==> src/rtl/video_pkg.sv <==
// Shared types and constants for the test-pattern video source.
package video_pkg;

    typedef logic [23:0] rgb_t;

    typedef enum logic [1:0] {
        ModeSolid   = 2'd0,
        ModeBars    = 2'd1,
        ModeChecker = 2'd2,
        ModeRamp    = 2'd3
    } mode_e;

    localparam rgb_t BAR_COLORS [8] = '{
        24'hFFFFFF, 24'hFFFF00, 24'h00FFFF, 24'h00FF00,
        24'hFF00FF, 24'hFF0000, 24'h0000FF, 24'h000000
    };

    function automatic int unsigned at_least_one(int unsigned x);
        return (x > 0) ? x : 1;
    endfunction

    // Counter width for values 0..range-1, never zero bits wide.
    function automatic int unsigned cnt_width(int unsigned range);
        return (range > 1) ? $clog2(range) : 1;
    endfunction

endpackage

==> src/rtl/video_timing_gen_if.sv <==
// Registered video output bus: syncs, active flag, pixel data and start-of-frame.
interface video_timing_gen_if;
    import video_pkg::*;

    logic hs;
    logic vs;
    logic de;
    logic sof;
    rgb_t data;

    modport master (output hs, vs, de, sof, data);
    modport slave  (input  hs, vs, de, sof, data);

endinterface

==> src/rtl/timing_counter.sv <==
// Raster h/v counters with combinational hs/vs/de/sof decode of the current position.
module timing_counter #(
    parameter int unsigned H_WIDTH  = 1920,
    parameter int unsigned H_START  = 2008,
    parameter int unsigned H_SYNC   = 44,
    parameter int unsigned H_TOTAL  = 2200,
    parameter int unsigned V_HEIGHT = 1080,
    parameter int unsigned V_START  = 1084,
    parameter int unsigned V_SYNC   = 5,
    parameter int unsigned V_TOTAL  = 1125,
    parameter int unsigned HW       = video_pkg::cnt_width(H_TOTAL),
    parameter int unsigned VW       = video_pkg::cnt_width(V_TOTAL)
) (
    input  logic          clk_i,
    input  logic          rst_i,
    output logic [HW-1:0] h_o,
    output logic [VW-1:0] v_o,
    output logic          hs_o,
    output logic          vs_o,
    output logic          de_o,
    output logic          sof_o
);

    if (!(H_WIDTH < H_START)) begin : g_bad_h_start
        $error("H_WIDTH must be less than H_START");
    end
    if (!(H_START + H_SYNC <= H_TOTAL)) begin : g_bad_h_sync
        $error("H_START + H_SYNC must not exceed H_TOTAL");
    end
    if (!(V_HEIGHT < V_START)) begin : g_bad_v_start
        $error("V_HEIGHT must be less than V_START");
    end
    if (!(V_START + V_SYNC <= V_TOTAL)) begin : g_bad_v_sync
        $error("V_START + V_SYNC must not exceed V_TOTAL");
    end

    logic [HW-1:0] r_h;
    logic [VW-1:0] r_v;
    logic          w_h_last;
    logic          w_v_last;

    always_comb begin
        w_h_last = 32'(r_h) == H_TOTAL - 1;
        w_v_last = 32'(r_v) == V_TOTAL - 1;
    end

    always_ff @(posedge clk_i or posedge rst_i) begin
        if (rst_i) begin
            r_h <= '0;
            r_v <= '0;
        end else if (w_h_last) begin
            r_h <= '0;
            r_v <= w_v_last ? '0 : r_v + VW'(1);
        end else begin
            r_h <= r_h + HW'(1);
        end
    end

    always_comb begin
        h_o   = r_h;
        v_o   = r_v;
        de_o  = (32'(r_h) < H_WIDTH) && (32'(r_v) < V_HEIGHT);
        hs_o  = (32'(r_h) >= H_START) && (32'(r_h) < H_START + H_SYNC);
        vs_o  = (32'(r_v) >= V_START) && (32'(r_v) < V_START + V_SYNC);
        sof_o = (r_h == '0) && (r_v == '0);
    end

endmodule

==> src/rtl/video_timing_gen.sv <==
// Test-pattern video source: raster timing plus per-frame latched pattern generator,
// with all outputs registered one cycle after the counter position.
module video_timing_gen
    import video_pkg::*;
#(
    parameter int unsigned H_WIDTH  = 1920,
    parameter int unsigned H_START  = 2008,
    parameter int unsigned H_SYNC   = 44,
    parameter int unsigned H_TOTAL  = 2200,
    parameter int unsigned V_HEIGHT = 1080,
    parameter int unsigned V_START  = 1084,
    parameter int unsigned V_SYNC   = 5,
    parameter int unsigned V_TOTAL  = 1125,
    parameter int unsigned KH       = 30,
    parameter int unsigned KV       = 30
) (
    input  logic               clk_i,
    input  logic               rst_i,
    input  logic [1:0]         mode_i,
    input  rgb_t               color_i,
    video_timing_gen_if.master vid_o
);

    if (!(KH >= 1)) begin : g_bad_kh
        $error("KH must be at least 1");
    end
    if (!(KV >= 1)) begin : g_bad_kv
        $error("KV must be at least 1");
    end

    localparam int unsigned HW  = cnt_width(H_TOTAL);
    localparam int unsigned VW  = cnt_width(V_TOTAL);
    localparam int unsigned BW  = at_least_one(H_WIDTH / 8);
    localparam int unsigned RW  = at_least_one(H_WIDTH / 256);
    localparam int unsigned BPW = cnt_width(BW);
    localparam int unsigned RPW = cnt_width(RW);
    localparam int unsigned XPW = cnt_width(KH);
    localparam int unsigned YPW = cnt_width(KV);

    logic [HW-1:0] w_h;
    logic [VW-1:0] w_v;
    logic          w_hs, w_vs, w_de, w_sof;
    logic          w_line_end, w_frame_end;

    timing_counter #(
        .H_WIDTH  (H_WIDTH),
        .H_START  (H_START),
        .H_SYNC   (H_SYNC),
        .H_TOTAL  (H_TOTAL),
        .V_HEIGHT (V_HEIGHT),
        .V_START  (V_START),
        .V_SYNC   (V_SYNC),
        .V_TOTAL  (V_TOTAL),
        .HW       (HW),
        .VW       (VW)
    ) u_timing (
        .clk_i (clk_i),
        .rst_i (rst_i),
        .h_o   (w_h),
        .v_o   (w_v),
        .hs_o  (w_hs),
        .vs_o  (w_vs),
        .de_o  (w_de),
        .sof_o (w_sof)
    );

    always_comb begin
        w_line_end  = 32'(w_h) == H_TOTAL - 1;
        w_frame_end = w_line_end && (32'(w_v) == V_TOTAL - 1);
    end

    mode_e r_mode;
    rgb_t  r_color;

    always_ff @(posedge clk_i or posedge rst_i) begin
        if (rst_i) begin
            r_mode  <= ModeSolid;
            r_color <= '0;
        end else if (w_sof) begin
            r_mode  <= mode_e'(mode_i);
            r_color <= color_i;
        end
    end

    // Tile index only matters through its parity, so x/y tile counters keep just bit 0.
    logic [BPW-1:0] r_bar_px;
    logic [2:0]     r_bar_idx;
    logic [RPW-1:0] r_ramp_px;
    logic [7:0]     r_gray;
    logic [XPW-1:0] r_tx_px;
    logic           r_tx;
    logic [YPW-1:0] r_ty_px;
    logic           r_ty;

    always_ff @(posedge clk_i or posedge rst_i) begin
        if (rst_i) begin
            r_bar_px  <= '0;
            r_bar_idx <= '0;
            r_ramp_px <= '0;
            r_gray    <= '0;
            r_tx_px   <= '0;
            r_tx      <= 1'b0;
            r_ty_px   <= '0;
            r_ty      <= 1'b0;
        end else if (w_line_end) begin
            r_bar_px  <= '0;
            r_bar_idx <= '0;
            r_ramp_px <= '0;
            r_gray    <= '0;
            r_tx_px   <= '0;
            r_tx      <= 1'b0;
            if (w_frame_end) begin
                r_ty_px <= '0;
                r_ty    <= 1'b0;
            end else if (32'(r_ty_px) == KV - 1) begin
                r_ty_px <= '0;
                r_ty    <= ~r_ty;
            end else begin
                r_ty_px <= r_ty_px + YPW'(1);
            end
        end else begin
            if (32'(r_bar_px) == BW - 1) begin
                r_bar_px <= '0;
                if (r_bar_idx != 3'd7) begin
                    r_bar_idx <= r_bar_idx + 3'd1;
                end
            end else begin
                r_bar_px <= r_bar_px + BPW'(1);
            end
            if (32'(r_ramp_px) == RW - 1) begin
                r_ramp_px <= '0;
                if (r_gray != 8'hFF) begin
                    r_gray <= r_gray + 8'd1;
                end
            end else begin
                r_ramp_px <= r_ramp_px + RPW'(1);
            end
            if (32'(r_tx_px) == KH - 1) begin
                r_tx_px <= '0;
                r_tx    <= ~r_tx;
            end else begin
                r_tx_px <= r_tx_px + XPW'(1);
            end
        end
    end

    // Pixel (0,0) already uses the inputs being latched on that same edge.
    mode_e w_mode;
    rgb_t  w_color;
    rgb_t  w_pix;

    always_comb begin
        w_mode  = w_sof ? mode_e'(mode_i) : r_mode;
        w_color = w_sof ? color_i : r_color;
        w_pix   = '0;
        if (w_de) begin
            unique case (w_mode)
                ModeSolid:   w_pix = w_color;
                ModeBars:    w_pix = BAR_COLORS[r_bar_idx];
                ModeChecker: w_pix = (r_tx ^ r_ty) ? 24'h000000 : 24'hFFFFFF;
                ModeRamp:    w_pix = {3{r_gray}};
                default:     w_pix = '0;
            endcase
        end
    end

    logic r_hs, r_vs, r_de, r_sof;
    rgb_t r_data;

    always_ff @(posedge clk_i or posedge rst_i) begin
        if (rst_i) begin
            r_hs   <= 1'b0;
            r_vs   <= 1'b0;
            r_de   <= 1'b0;
            r_sof  <= 1'b0;
            r_data <= '0;
        end else begin
            r_hs   <= w_hs;
            r_vs   <= w_vs;
            r_de   <= w_de;
            r_sof  <= w_sof;
            r_data <= w_pix;
        end
    end

    assign vid_o.hs   = r_hs;
    assign vid_o.vs   = r_vs;
    assign vid_o.de   = r_de;
    assign vid_o.sof  = r_sof;
    assign vid_o.data = r_data;

endmodule

==> src/flat_wrapper.sv <==
// flat-port wrapper written by rule: the top's interface ports become plain ports
module video_timing_gen_flat import video_pkg::*;
#(
    parameter int unsigned H_WIDTH  = 1920,
    parameter int unsigned H_START  = 2008,
    parameter int unsigned H_SYNC   = 44,
    parameter int unsigned H_TOTAL  = 2200,
    parameter int unsigned V_HEIGHT = 1080,
    parameter int unsigned V_START  = 1084,
    parameter int unsigned V_SYNC   = 5,
    parameter int unsigned V_TOTAL  = 1125,
    parameter int unsigned KH       = 30,
    parameter int unsigned KV       = 30
)
  (clk_i, rst_i, mode_i, color_i, vid_o_hs, vid_o_vs, vid_o_de, vid_o_sof, vid_o_data);
  video_timing_gen_if vid_o_i ();
  input  logic clk_i;
  input  logic rst_i;
  input  logic [1:0] mode_i;
  input  rgb_t color_i;
  output wire logic [$bits(vid_o_i.hs)-1:0] vid_o_hs;
  output wire logic [$bits(vid_o_i.vs)-1:0] vid_o_vs;
  output wire logic [$bits(vid_o_i.de)-1:0] vid_o_de;
  output wire logic [$bits(vid_o_i.sof)-1:0] vid_o_sof;
  output wire logic [$bits(vid_o_i.data)-1:0] vid_o_data;
  assign vid_o_hs = vid_o_i.hs;
  assign vid_o_vs = vid_o_i.vs;
  assign vid_o_de = vid_o_i.de;
  assign vid_o_sof = vid_o_i.sof;
  assign vid_o_data = vid_o_i.data;
  video_timing_gen #(.H_WIDTH(H_WIDTH), .H_START(H_START), .H_SYNC(H_SYNC), .H_TOTAL(H_TOTAL), .V_HEIGHT(V_HEIGHT), .V_START(V_START), .V_SYNC(V_SYNC), .V_TOTAL(V_TOTAL), .KH(KH), .KV(KV)) u_core (.clk_i(clk_i), .rst_i(rst_i), .mode_i(mode_i), .color_i(color_i), .vid_o(vid_o_i));
endmodule
==> config.mk <==
export PLATFORM = sky130hd
export DESIGN_NAME = video_timing_gen_flat
export DESIGN_NICKNAME = d
export VERILOG_FILES = /design/src/rtl/video_pkg.sv /design/src/rtl/video_timing_gen_if.sv /design/src/rtl/timing_counter.sv /design/src/rtl/video_timing_gen.sv /design/src/flat_wrapper.sv
export SDC_FILE = /design/constraint.sdc
export NUM_CORES = 1
export LEC_CHECK = 0
export ABC_AREA = 1
export CAP_MARGIN = 40
export CORE_MARGIN = 10
export CORE_UTILIZATION = 35
export DETAILED_ROUTE_END_ITERATION = 8
export DONT_BUFFER_PORTS = 1
export PLACE_DENSITY = 0.51
export SLEW_MARGIN = 20
export SYNTH_ARGS = -nofsm -noshare
export SYNTH_HDL_FRONTEND = slang
export SYNTH_SLANG_ARGS = --single-unit
==> constraint.sdc <==
create_clock -name clk_i -period 4.26 [get_ports clk_i]
set_input_delay 0.639 -clock clk_i [delete_from_list [all_inputs] [get_ports clk_i]]
set_output_delay 0.639 -clock clk_i [all_outputs]
set_load 0.03 [all_outputs]
== After elaboration in Yosys (flattened, before gate mapping) ==
Memories as Yosys holds them, arrays and structs flattened.
Index checks and enable logic that the tools add are counted.
Word-level totals
  register bits: 111
  memory bits (read-only): 192
  bits of input ports: 28
  logic and storage cells: 92
  memories: 1
Memories
  (no name shown): depth 8, width 24, read ports 1, clocked after Yosys merged registers in 0, wr ports 0, line video_timing_gen.sv:159  | ModeBars: w_pix = BAR_COLORS[r_bar_idx];
Operators by class
  add/subtract/negate cells: 8
  magnitude comparators: 7
  eq/ne operators: 11
  muxes and demuxes: 27
  bitwise operators: 4
  reductions and logical operators: 17
Operators by type and width (count)
  24-bit two-way mux: 5
  24-bit one-hot mux with 4 select lines: 1
  8-bit two-way mux: 5
  11-bit less-than comparator, second input constant: 2
  5-bit two-way mux: 4
  8-bit by 1-bit adder with 8-bit output, second input constant: 2
  3-bit two-way mux: 5
  12-bit by 1-bit adder with 12-bit output, second input constant: 1
  12-bit == test, second input constant: 1
  12-bit by 11-bit greater-or-equal comparator with 1-bit output, second input constant: 1
  12-bit logical NOT: 1
  12-bit by 11-bit less-than comparator with 1-bit output, second input constant: 1
  12-bit less-than comparator, second input constant: 1
  12-bit two-way mux: 1
  2-bit nonzero test: 6
  11-bit by 1-bit adder with 11-bit output, second input constant: 1
  11-bit == test, second input constant: 1
  11-bit greater-or-equal comparator, second input constant: 1
  11-bit logical NOT: 1
  11-bit two-way mux: 1
  5-bit by 1-bit adder with 5-bit output, second input constant: 2
  5-bit == test, second input constant: 2
  8-bit == test, second input constant: 1
  8-bit != test, second input constant: 1
  14 further kinds: 26

== Depth between registers and ports, before layout ==
Gate-level depths: netlist of the first run.
  depth in word-level cells: 6
  depth in mapped cells: 14
  gate-level depth less buffers: 12

== Hierarchy ==
Synthesis of the first run repeated with hierarchy kept, for this count alone.
Unflattened totals
  cells, all modules: 745
  area total of the unflattened synthesis: 5749.3 um2
Modules (own cells, without submodules)
  video_timing_gen: instances 1, cells each 535, area each 4262.8 um2, seq. area each 2202.1 um2
  timing_counter: instances 1, cells each 210, area each 1486.4 um2, seq. area each 575.6 um2

== Worst setup path before layout of the first run ==
No wires, ideal clock.
  path kind: register to register
  start: register u_core.u_timing.r_v[0], in the netlist u_core.u_timing.v_o[0]
  end: register u_core.r_data[0], in the netlist u_core.vid_o.data[0]
  library setup time: 113 ps
  data arrival time: 1665 ps
  required time: 4147 ps
  setup slack: 2483 ps
  cell stages (with the launch flop): 13
  cell sequence: dfrtp_1 -> inv_1 -> ha_1 -> nand3_1 -> nor2_4 -> nand4_2 -> nand2_4 -> buf_4 -> nand3_1 -> nand2_1 -> clkinv_1 -> nand2_1 -> inv_1
Between the ends
  word-level cells in the longest chain between the ends: 6
  elaborated cells on any way between the ends: 12
  classes of those cells: order compare (1); eq/ne (3); mux (4); reduce/logical (4)
Ends and longest elaborated chain
  start, declared: line timing_counter.sv:38  | logic [VW-1:0] r_v;
  start signal, assigned: line timing_counter.sv:53  | r_v <= w_v_last ? '0 : r_v + VW'(1);
  11-bit logical NOT: line timing_counter.sv:65  | sof_o = (r_h == '0) && (r_v == '0);
  1-bit logical AND: line timing_counter.sv:65
  2-bit two-way mux: line video_timing_gen.sv:153  | w_mode = w_sof ? mode_e'(mode_i) : r_mode;
  2-bit == test, or another cell as far along: line video_timing_gen.sv:157  | unique case (w_mode)
  24-bit one-hot mux with 4 select lines: line video_timing_gen.sv:157
  24-bit two-way mux (*): line video_timing_gen.sv:156  | if (w_de) begin
  via u_core.w_pix[0]: line video_timing_gen.sv:150  | rgb_t w_pix;
  end signal, assigned: line video_timing_gen.sv:182  | r_data <= w_pix;
  end, declared: line video_timing_gen.sv:168  | rgb_t r_data;
The timed path passes the listed nets; every way through them passes the cells marked *.
A chain may end at the register's enable or synchronous reset.

== Final worst setup path of the first run ==
  start: register u_core.u_timing.r_v[0], in the netlist u_core.u_timing.v_o[0]
  end: register u_core.r_data[10], in the netlist u_core.vid_o.data[10]
Same word-level chain as after synthesis.

==> results_tabular.tex, run 1 <==
\begin{tabular}{lr}
\hline
Metric & Value \\
\hline
\multicolumn{2}{l}{\textbf{Logic synthesis}} \\
\quad Post-Synthesis Net Count & between 800 and 900 \\
\quad Flip-flop and latch count after synthesis & about 110 \\
\quad Library cells used by synthesis & 38 \\
\quad Post-synth EDFFs & 0 \\
\quad Count of mapped cells out of synthesis & just under 800 \\
\quad Most frequently used flop master after synthesis & dfrtp\_1 \\
\quad Largest cells by area after synthesis & dfrtp\_1, inv\_1, nand2\_1 \\
\quad Post-synth top area share & between 40\% and 50\% \\
\quad Async set or reset register ratio after synthesis & 100\% \\
\quad Top cell type by total area after synthesis & dfrtp\_1 \\
\quad Post-synthesis sequential area ratio & between 40\% and 50\% \\
\quad Yosys warns & 0 \\
\quad Synth Cell Area & around 6000 sq um \\
\quad Average size of a mapped cell & roughly 7.6 sq um \\
\multicolumn{2}{l}{\textbf{Setup path}} \\
\quad Crit path capture type & flip-flop \\
\quad Setup Crit Path Kind & flip-flop to flip-flop \\
\quad Worst stage delay on the critical path & between 0.4 and 0.5 ns \\
\quad Sum of buffers and inverters on the critical path & 4 \\
\quad Worst-path cell chain & inv\_1, ha\_1, nand3\_1, nor2\_4, buf\_4, nand3\_2, buf\_4, nand2\_1, nand2\_2, nand2\_1, nand3\_1, nand2\_1, inv\_1 \\
\quad CP Launch Type & flip-flop \\
\quad Most prevalent standard cell on the critical path & nand2\_1 \\
\quad Critical Path AT & approximately 3.1 ns \\
\quad Setup slack of the most critical reg-to-reg path & around 1.4 ns \\
\quad Cell family with the largest share of critical-path delay & simple AND/OR/NAND/NOR gates \\
\quad Required @ worst endpoint & $\sim$4.5 ns \\
\quad Critical-path maximum fanout & 29 \\
\quad Crit path max-delay cell type & dfrtp\_1 \\
\multicolumn{2}{l}{\textbf{Detailed routing}} \\
\quad Metal-1 WL & roughly 6700 um \\
\quad Detailed Route Iter0 Violations & around 310 \\
\quad Routed length on met3 & roughly 740 um \\
\quad Total met2 wirelength after detailed routing & around 6400 um \\
\quad Top layer reached by signal wires & met4 \\
\quad Remaining antenna violation count after routing & 0 \\
\quad Number of iterations in the first detailed-routing pass & 5 \\
\quad Total Wirelength & about 14000 um \\
\quad Via density & around 4.6 \\
\quad Overall via count from detail\_route & between 4000 and 5000 \\
\quad Mean routed wirelength per cell & between 10 and 15 um \\
\quad Residual DRC count & 0 \\
\multicolumn{2}{l}{\textbf{CTS}} \\
\quad Clock Latency Late Sink & about 0.36 ns \\
\quad Clock transition at the registers of the reported paths & around 0.08 ns \\
\quad Number of H-tree levels & 3 \\
\quad Post-CTS setup buffer count & 0 \\
\quad Resized cells post-CTS & 0 \\
\quad TritonCTS clock tree & built \\
\quad Number of buffers added by the clock tree synthesis step & 9 \\
\quad Cell at the root of the clock tree & clkbuf\_16 \\
\quad Number of clock sinks seen by CTS & $\sim$110 \\
\quad Post-cts hold buffer count & 0 \\
\quad Deepest clock path buffer count & 2 \\
\multicolumn{2}{l}{\textbf{Floorplanning}} \\
\quad Die span in y & 151 um \\
\quad Total Die Area & $\sim$23000 sq um \\
\quad Width of the die & $\sim$150 um \\
\quad Initial core utilization & between 30 and 40\% \\
\quad Standard-cell rows & 47 \\
\quad Io pins & between 50 and 60 \\
\quad Placeable Area & 16700 sq um \\
\multicolumn{2}{l}{\textbf{Global routing}} \\
\quad Maximum number of pins on one net before global-route repair & 53 \\
\quad GRT Total Usage & between 10\% and 20\% \\
\quad GRT overflow & 0 \\
\quad Wire length of the first global-routing pass & around 23000 um \\
\quad Via count of the first global-routing pass & 4570 \\
\quad Antenna violations before repair & 1 \\
\multicolumn{2}{l}{\textbf{Finish}} \\
\quad Post-layout util & between 30\% and 40\% \\
\quad Commonest cells after routing, fill and taps aside & inv\_1, nand2\_1, dfrtp\_1, nand3\_1, nor2\_1 \\
\quad Most frequent standard cell in the layout excluding fill and tap cells & inv\_1 \\
\quad Area taken by multi-input logic gates & about 2400 sq um \\
\quad Final \#Nets & 822 \\
\quad Filler Cell Count & approximately 1800 \\
\quad Signed area change from the synthesized netlist to the final layout & 7.83\% \\
\quad Proportion of layout cells with a drive suffix above 1 & under 10\% \\
\quad Sequential cell area & 2780 sq um \\
\multicolumn{2}{l}{\textbf{Placed design}} \\
\quad Count of port buffers added during placement & 0 \\
\quad Placer's final routability congestion estimate & between 0.8 and 0.9 \\
\quad DP Wirelength & approximately 10000 um \\
\multicolumn{2}{l}{\textbf{Timing}} \\
\quad Unrepaired setup endpoints after global routing & false \\
\quad Final setup skew & around 0.012 ns \\
\quad Setup\_tns & 0 ns \\
\quad Final number of hold-violating endpoints & 0 \\
\quad Max Freq & 0.347 GHz \\
\quad Final Hold Slack & 0.250 ns \\
\quad Final setup violation count & 0 \\
\quad Post-layout minimum cycle time & about 2.9 ns \\
\quad Number of pins with negative max-slew slack in the final report & 0 \\
\quad Max-slew headroom & between 50\% and 60\% \\
\quad Actual transition at the worst max-transition pin & around 0.73 ns \\
\quad Final period util & between 60\% and 70\% \\
\multicolumn{2}{l}{\textbf{Pwr}} \\
\quad Fraction of power consumed by combinational cells & around 5.0\% \\
\quad Net switching power & 0.536 mW \\
\quad Switching Share & between 20\% and 30\% \\
\quad Overall power consumption & 2.07 mW \\
\quad Share of power burned in registers & between 50\% and 60\% \\
\quad IR drop worst, VDD & between 150 and 200 uV \\
\quad Power density over the cells & 319 nW/um\^{}2 \\
\quad Static leakage & between 3 and 4 nW \\
\quad Internal power & 1.53 mW \\
\quad Clock power share & about two fifths \\
\multicolumn{2}{l}{\textbf{Worst hold path}} \\
\quad Min-Delay Path Class & primary input to asynchronous set/reset pin \\
\multicolumn{2}{l}{\textbf{Run}} \\
\quad Number of max-cap violations & 0 \\
\multicolumn{2}{l}{\textbf{Status}} \\
\quad Status & finished, final reports clean \\
\hline
\end{tabular}
flip-flops by register name, summed over array words and instances, names as in the netlist, 3 cells and up:
register	cells
u_core.r_bar_idx	3
u_core.r_bar_px	8
u_core.r_color	24
u_core.r_gray	8
u_core.r_ramp_px	3
u_core.r_tx_px	5
u_core.r_ty_px	5
u_core.u_timing.h_o	12
u_core.u_timing.v_o	11
u_core.vid_o.data	24
logic make-up (layout without fill, tap and decap cells):
| kind of cell | count (synthesis) | after routing | share of synthesized area (%) |
|---|---|---|---|
| other | 0 | 1 | 0 |
| xor gates and xnor gates | 21 | 21 | 3.06 |
| DFF | 111 | 111 | 46.2 |
| AOI/OAI and AO/OA | 35 | 35 | 3.10 |
| adders and majority gates | 12 | 12 | 2.50 |
| buffers and inverters | 214 | 212 | 14.4 |
| and+or+nand+nor | 396 | 396 | 30.7 |
per-stage QoR:
stage / instances / setup WS, ns / cell area (sq um)
after floorplan: 789 / 0.690 / 6010
after global placement: 990 / 1.45 / 6170
after detailed placement: 991 / 1.40 / 6180
after CTS: 1007 / 1.38 / 6470
after global routing: 1008 / 1.11 / 6480
final: 1008 / 1.38 / 6480
synth_stat cells (all sizes together), types with 9 or more instances:
master,count
nand2,173
inv,172
dfrtp,111
nand3,99
nor2,60
nand4,30
buf,23
o21ai,21
clkinv,19
nor3,19
xor2,18
ha,12
a21oi,9
worst paths after layout:
path,from,end,cells after the start
min in group clk_i,color_i[6],u_core.r_color[6],2
max in group asynchronous,rst_i,u_core.r_color[17],2
min,rst_i,u_core.u_timing.h_o[8],1
min reg2reg,u_core.r_bar_px[0],u_core.r_bar_px[0],1
max,u_core.u_timing.v_o[0],u_core.vid_o.data[10],13
max reg2reg,u_core.u_timing.v_o[0],u_core.vid_o.data[10],13
power groups by stage:
stage | logic, mW | clock network (mW) | registers (mW)
floorplan | 0.0815 | 0 | 1.14
global placement | 0.106 | 0 | 1.15
detailed placement | 0.106 | 0 | 1.15
CTS | 0.107 | 0.873 | 1.13
global route | 0.124 | 0.914 | 1.13
finish | 0.103 | 0.839 | 1.12
layer usage:
layer,track usage (%),up-vias
met5,0,-
met4,3.32,0
met2,20.6,104
met1,17.0,2155
met3,3.28,10
li1,-,2401
area by class of cell:
class                           instances  area share, %
Clock inverter                          6          0.792
Multi-Input combinational cell        464           36.5
Clock buffer                           10           3.69
Inverter                              191           11.1
Antenna cell                            1         0.0386
Sequential cell                       111           42.9
Tap cell                              220           4.25
Timing Repair Buffer                    5          0.696
Note: power is estimated with default switching activity, not from simulation.
==> run 2: changes to the inputs <==
==> constraint.sdc (replaced) <==
create_clock -name clk_i -period 2.85 [get_ports clk_i]
set_input_delay 0.4275 -clock clk_i [delete_from_list [all_inputs] [get_ports clk_i]]
set_output_delay 0.4275 -clock clk_i [all_outputs]
set_load 0.03 [all_outputs]
==> run 2 against run 1 <==
Effect of this change: maximum frequency up 17%; via count up 0.51%; clock-buffer cell count down 1; combinational power up 51%; design area up 1.5%; critical path type unchanged; critical path depth down 2; non-clock buffer count up 5; wire length up 0.42%; critical endpoint is now u_core.vid_o.data[14]; sequential share of layout area down 0.62 points.
==> results_tabular.tex, run 2 (synthesized netlist as in run 1, its figures left out) <==
\begin{tabular}{lr}
\hline
Metric & Value \\
\hline
\multicolumn{2}{l}{\textbf{CTS}} \\
\quad Number of H-tree levels & 3 (unchanged) \\
\quad Post-cts hold buffer count & 0 (unchanged) \\
\quad Clock transition at the registers of the reported paths & 0.08 ns (about the same) \\
\quad TritonCTS clock tree & built (unchanged) \\
\quad Cell at the root of the clock tree & clkbuf\_16 (unchanged) \\
\quad Number of clock sinks seen by CTS & 111 (unchanged) \\
\quad Number of buffers added by the clock tree synthesis step & 9 (unchanged) \\
\quad Clock Latency Late Sink & 0.36 ns (about the same) \\
\quad Resized cells post-CTS & 0 (unchanged) \\
\quad Post-CTS setup buffer count & 0 (unchanged) \\
\quad Deepest clock path buffer count & 2 (unchanged) \\
\multicolumn{2}{l}{\textbf{Pwr}} \\
\quad Power density over the cells & 503 nW/um\^{}2 (was 319 nW/um\^{}2) \\
\quad Static leakage & 3.64 nW (was 3.60 nW) \\
\quad IR drop worst, VDD & 320 uV (was 196 uV) \\
\multicolumn{2}{l}{\textbf{Detailed routing}} \\
\quad Residual DRC count & 0 (unchanged) \\
\quad Total Wirelength & 14000 um (was 13900 um) \\
\quad Number of iterations in the first detailed-routing pass & 4 (was 5) \\
\quad Detailed Route Iter0 Violations & 299 (was 309) \\
\quad Remaining antenna violation count after routing & 0 (unchanged) \\
\quad Via density & 4.64 (was 4.63) \\
\quad Overall via count from detail\_route & 4694 (was 4670) \\
\quad Mean routed wirelength per cell & 13.8 um (about the same) \\
\multicolumn{2}{l}{\textbf{Setup path}} \\
\quad Worst stage delay on the critical path & 0.45 ns (about the same) \\
\quad CP Launch Type & flip-flop (unchanged) \\
\quad Sum of buffers and inverters on the critical path & 2 (was 4) \\
\quad Worst-path cell chain & inv\_1, ha\_1, nand3\_1, nor2\_4, nand3\_2, nand2\_1, nand2\_2, nand2\_1, nand3\_1, nand2\_1, inv\_1 (was inv\_1, ha\_1, nand3\_1, nor2\_4, buf\_4, nand3\_2, buf\_4, nand2\_1, nand2\_2, nand2\_1, nand3\_1, nand2\_1, inv\_1) \\
\quad Crit path capture type & flip-flop (unchanged) \\
\quad Worst R2R Path Depth & 11 (was 13) \\
\quad Cell family with the largest share of critical-path delay & simple AND/OR/NAND/NOR gates (unchanged) \\
\quad Setup Crit Path Kind & flip-flop to flip-flop (unchanged) \\
\quad Start of the worst register-to-register path & u\_core.u\_timing.v\_o[0] (unchanged) \\
\quad Critical Path AT & 2.73 ns (was 3.14 ns) \\
\quad Crit path max-delay cell type & dfrtp\_1 (unchanged) \\
\quad Required @ worst endpoint & 3.10 ns (was 4.52 ns) \\
\quad Capture instance of the worst register-to-register path & u\_core.vid\_o.data[14] (was u\_core.vid\_o.data[10]) \\
\quad Setup slack of the most critical reg-to-reg path & 0.38 ns (was 1.38 ns) \\
\quad Most prevalent standard cell on the critical path & nand2\_1 (unchanged) \\
\quad Critical-path maximum fanout & 21 (was 29) \\
\multicolumn{2}{l}{\textbf{Floorplanning}} \\
\quad Width of the die & 151 um (unchanged) \\
\quad Placeable Area & 16700 sq um (unchanged) \\
\quad Standard-cell rows & 47 (unchanged) \\
\quad Initial core utilization & 36.0\% (unchanged) \\
\quad Total Die Area & 22800 sq um (unchanged) \\
\quad Io pins & 56 (unchanged) \\
\quad Die span in y & 151 um (unchanged) \\
\multicolumn{2}{l}{\textbf{Timing}} \\
\quad Unrepaired setup endpoints after global routing & false (unchanged) \\
\quad Actual transition at the worst max-transition pin & 0.627 ns (was 0.730 ns) \\
\quad Final setup violation count & 0 (unchanged) \\
\quad Max-slew headroom & 58.2\% (was 50.9\%) \\
\quad Number of pins with negative max-slew slack in the final report & 0 (unchanged) \\
\quad Max Freq & 0.405 GHz (was 0.347 GHz) \\
\quad Final setup skew & 0.00908 ns (was 0.0117 ns) \\
\quad Final number of hold-violating endpoints & 0 (unchanged) \\
\quad Post-layout minimum cycle time & 2.47 ns (was 2.88 ns) \\
\quad Crit path setup slack, layout & 0.378 ns (was 1.38 ns) \\
\quad Setup\_tns & 0 ns (unchanged) \\
\quad Final period util & 86.7\% (was 67.6\%) \\
\multicolumn{2}{l}{\textbf{Global routing}} \\
\quad Via count of the first global-routing pass & 4462 (was 4570) \\
\quad Wire length of the first global-routing pass & 23500 um (was 23400 um) \\
\quad GRT Total Usage & 12.9\% (about the same) \\
\quad Maximum number of pins on one net before global-route repair & 112 (was 53) \\
\quad Antenna violations before repair & 0 (was 1) \\
\quad GRT overflow & 0 (unchanged) \\
\multicolumn{2}{l}{\textbf{Placed design}} \\
\quad DP Wirelength & 10100 um (about the same) \\
\quad Place WS & 0.382 ns (was 1.40 ns) \\
\quad Count of port buffers added during placement & 0 (unchanged) \\
\quad Instance area at placement & 6230 sq um (was 6180 sq um) \\
\quad Placer's final routability congestion estimate & 0.850 (was 0.856) \\
\multicolumn{2}{l}{\textbf{Finish}} \\
\quad Final design instance area without fill & 6570 sq um (was 6480 sq um) \\
\quad Most frequent standard cell in the layout excluding fill and tap cells & inv\_1 (unchanged) \\
\quad Signed area change from the synthesized netlist to the final layout & 9.42\% (was 7.83\%) \\
\quad Commonest cells after routing, fill and taps aside & inv\_1, nand2\_1, dfrtp\_1, nand3\_1, nor2\_1 (unchanged) \\
\quad Final \#Nets & 827 (was 822) \\
\quad Count of antenna diodes in the layout & 0 (was 1) \\
\quad Proportion of layout cells with a drive suffix above 1 & 6.94\% (was 6.35\%) \\
\quad Filler Cell Count & 1783 (was 1789) \\
\multicolumn{2}{l}{\textbf{Status}} \\
\quad Status & finished, final reports clean (unchanged) \\
\multicolumn{2}{l}{\textbf{Worst hold path}} \\
\quad Min-Delay Path Class & primary input to asynchronous set/reset pin (unchanged) \\
\multicolumn{2}{l}{\textbf{Run}} \\
\quad Number of max-cap violations & 0 (unchanged) \\
\hline
\end{tabular}
## run 2: cell type report
cell class              instances  area (sq um)  share of cell area [%]
clock buffers                   9           225                    3.43
clock inverters                 7           119                    1.81
inverters                     191           721                    11.0
multi-input cells             464          2370                    36.0
flip-flops and latches        111          2780                    42.3
well taps                     220           275                    4.19
repair buffers                 10          87.6                    1.33
## run 2: worst max-delay path by stage
stage,startpoint,endpoint,slack [ns],depth (start not counted)
detailed placement,u_core.u_timing.v_o[0],u_core.vid_o.data[14],0.38,11
CTS,u_core.u_timing.v_o[0],u_core.vid_o.data[14],0.37,11
global placement,u_core.u_timing.v_o[0],u_core.vid_o.data[14],0.46,11
floorplan,u_core.u_timing.v_o[0],u_core.vid_o.data[0],1.07,12
global route,u_core.u_timing.v_o[1],u_core.vid_o.data[14],0.09,11
finish,u_core.u_timing.v_o[0],u_core.vid_o.data[14],0.38,11
## run 2: metrics by stage
| stage | instances | utilization, % | hold WS [ns] | total power [mW] |
|---|---|---|---|---|
| 2_1_floorplan | 789 | - | 0.433 | 1.83 |
| 3_3_place_gp | 996 | 37.3 | 0.455 | 1.87 |
| 3_5_place_dp | 996 | 37.3 | 0.461 | 1.88 |
| 4_1_cts | 1012 | 39.3 | 0.154 | 3.35 |
| 5_1_grt | 1012 | 39.3 | 0.165 | 3.44 |
| 6_report | 1012 | 39.3 | 0.0953 | 3.31 |
## run 2: power breakdown
part | leakage (nW) | switching [mW] | internal (mW)
combinational | 2.11 | 0.112 | 0.0440
sequential | 1.37 | 0.0671 | 1.61
clock | 0.162 | 0.607 | 0.862
## run 2: layer usage
layer  routed length (um)  GRT usage, %
met5                    0             0
met4                  184          4.04
met3                  561          1.91
met2                 6260          19.8
met1                 7000          18.2
## run 2: worst register-to-register path, delay by kind of cell (launching register included)
| kind | cells | cell delay (ns) |
|---|---|---|
| fa+ha+maj | 1 | 0.17 |
| buf+inv | 2 | 0.13 |
| flops | 1 | 0.45 |
| simple gates | 8 | 1.63 |
==> run 3: changes to the inputs <==
--- a/config.mk
+++ b/config.mk
@@ -11,6 +11,7 @@
 export CORE_UTILIZATION = 35
 export DETAILED_ROUTE_END_ITERATION = 8
 export DONT_BUFFER_PORTS = 1
+export HOLD_SLACK_MARGIN = 0.02
 export PLACE_DENSITY = 0.51
 export SLEW_MARGIN = 20
 export SYNTH_ARGS = -nofsm -noshare
==> results of run 3 <==
No change in the layout: final DEF, timing and power equal those of run 2.
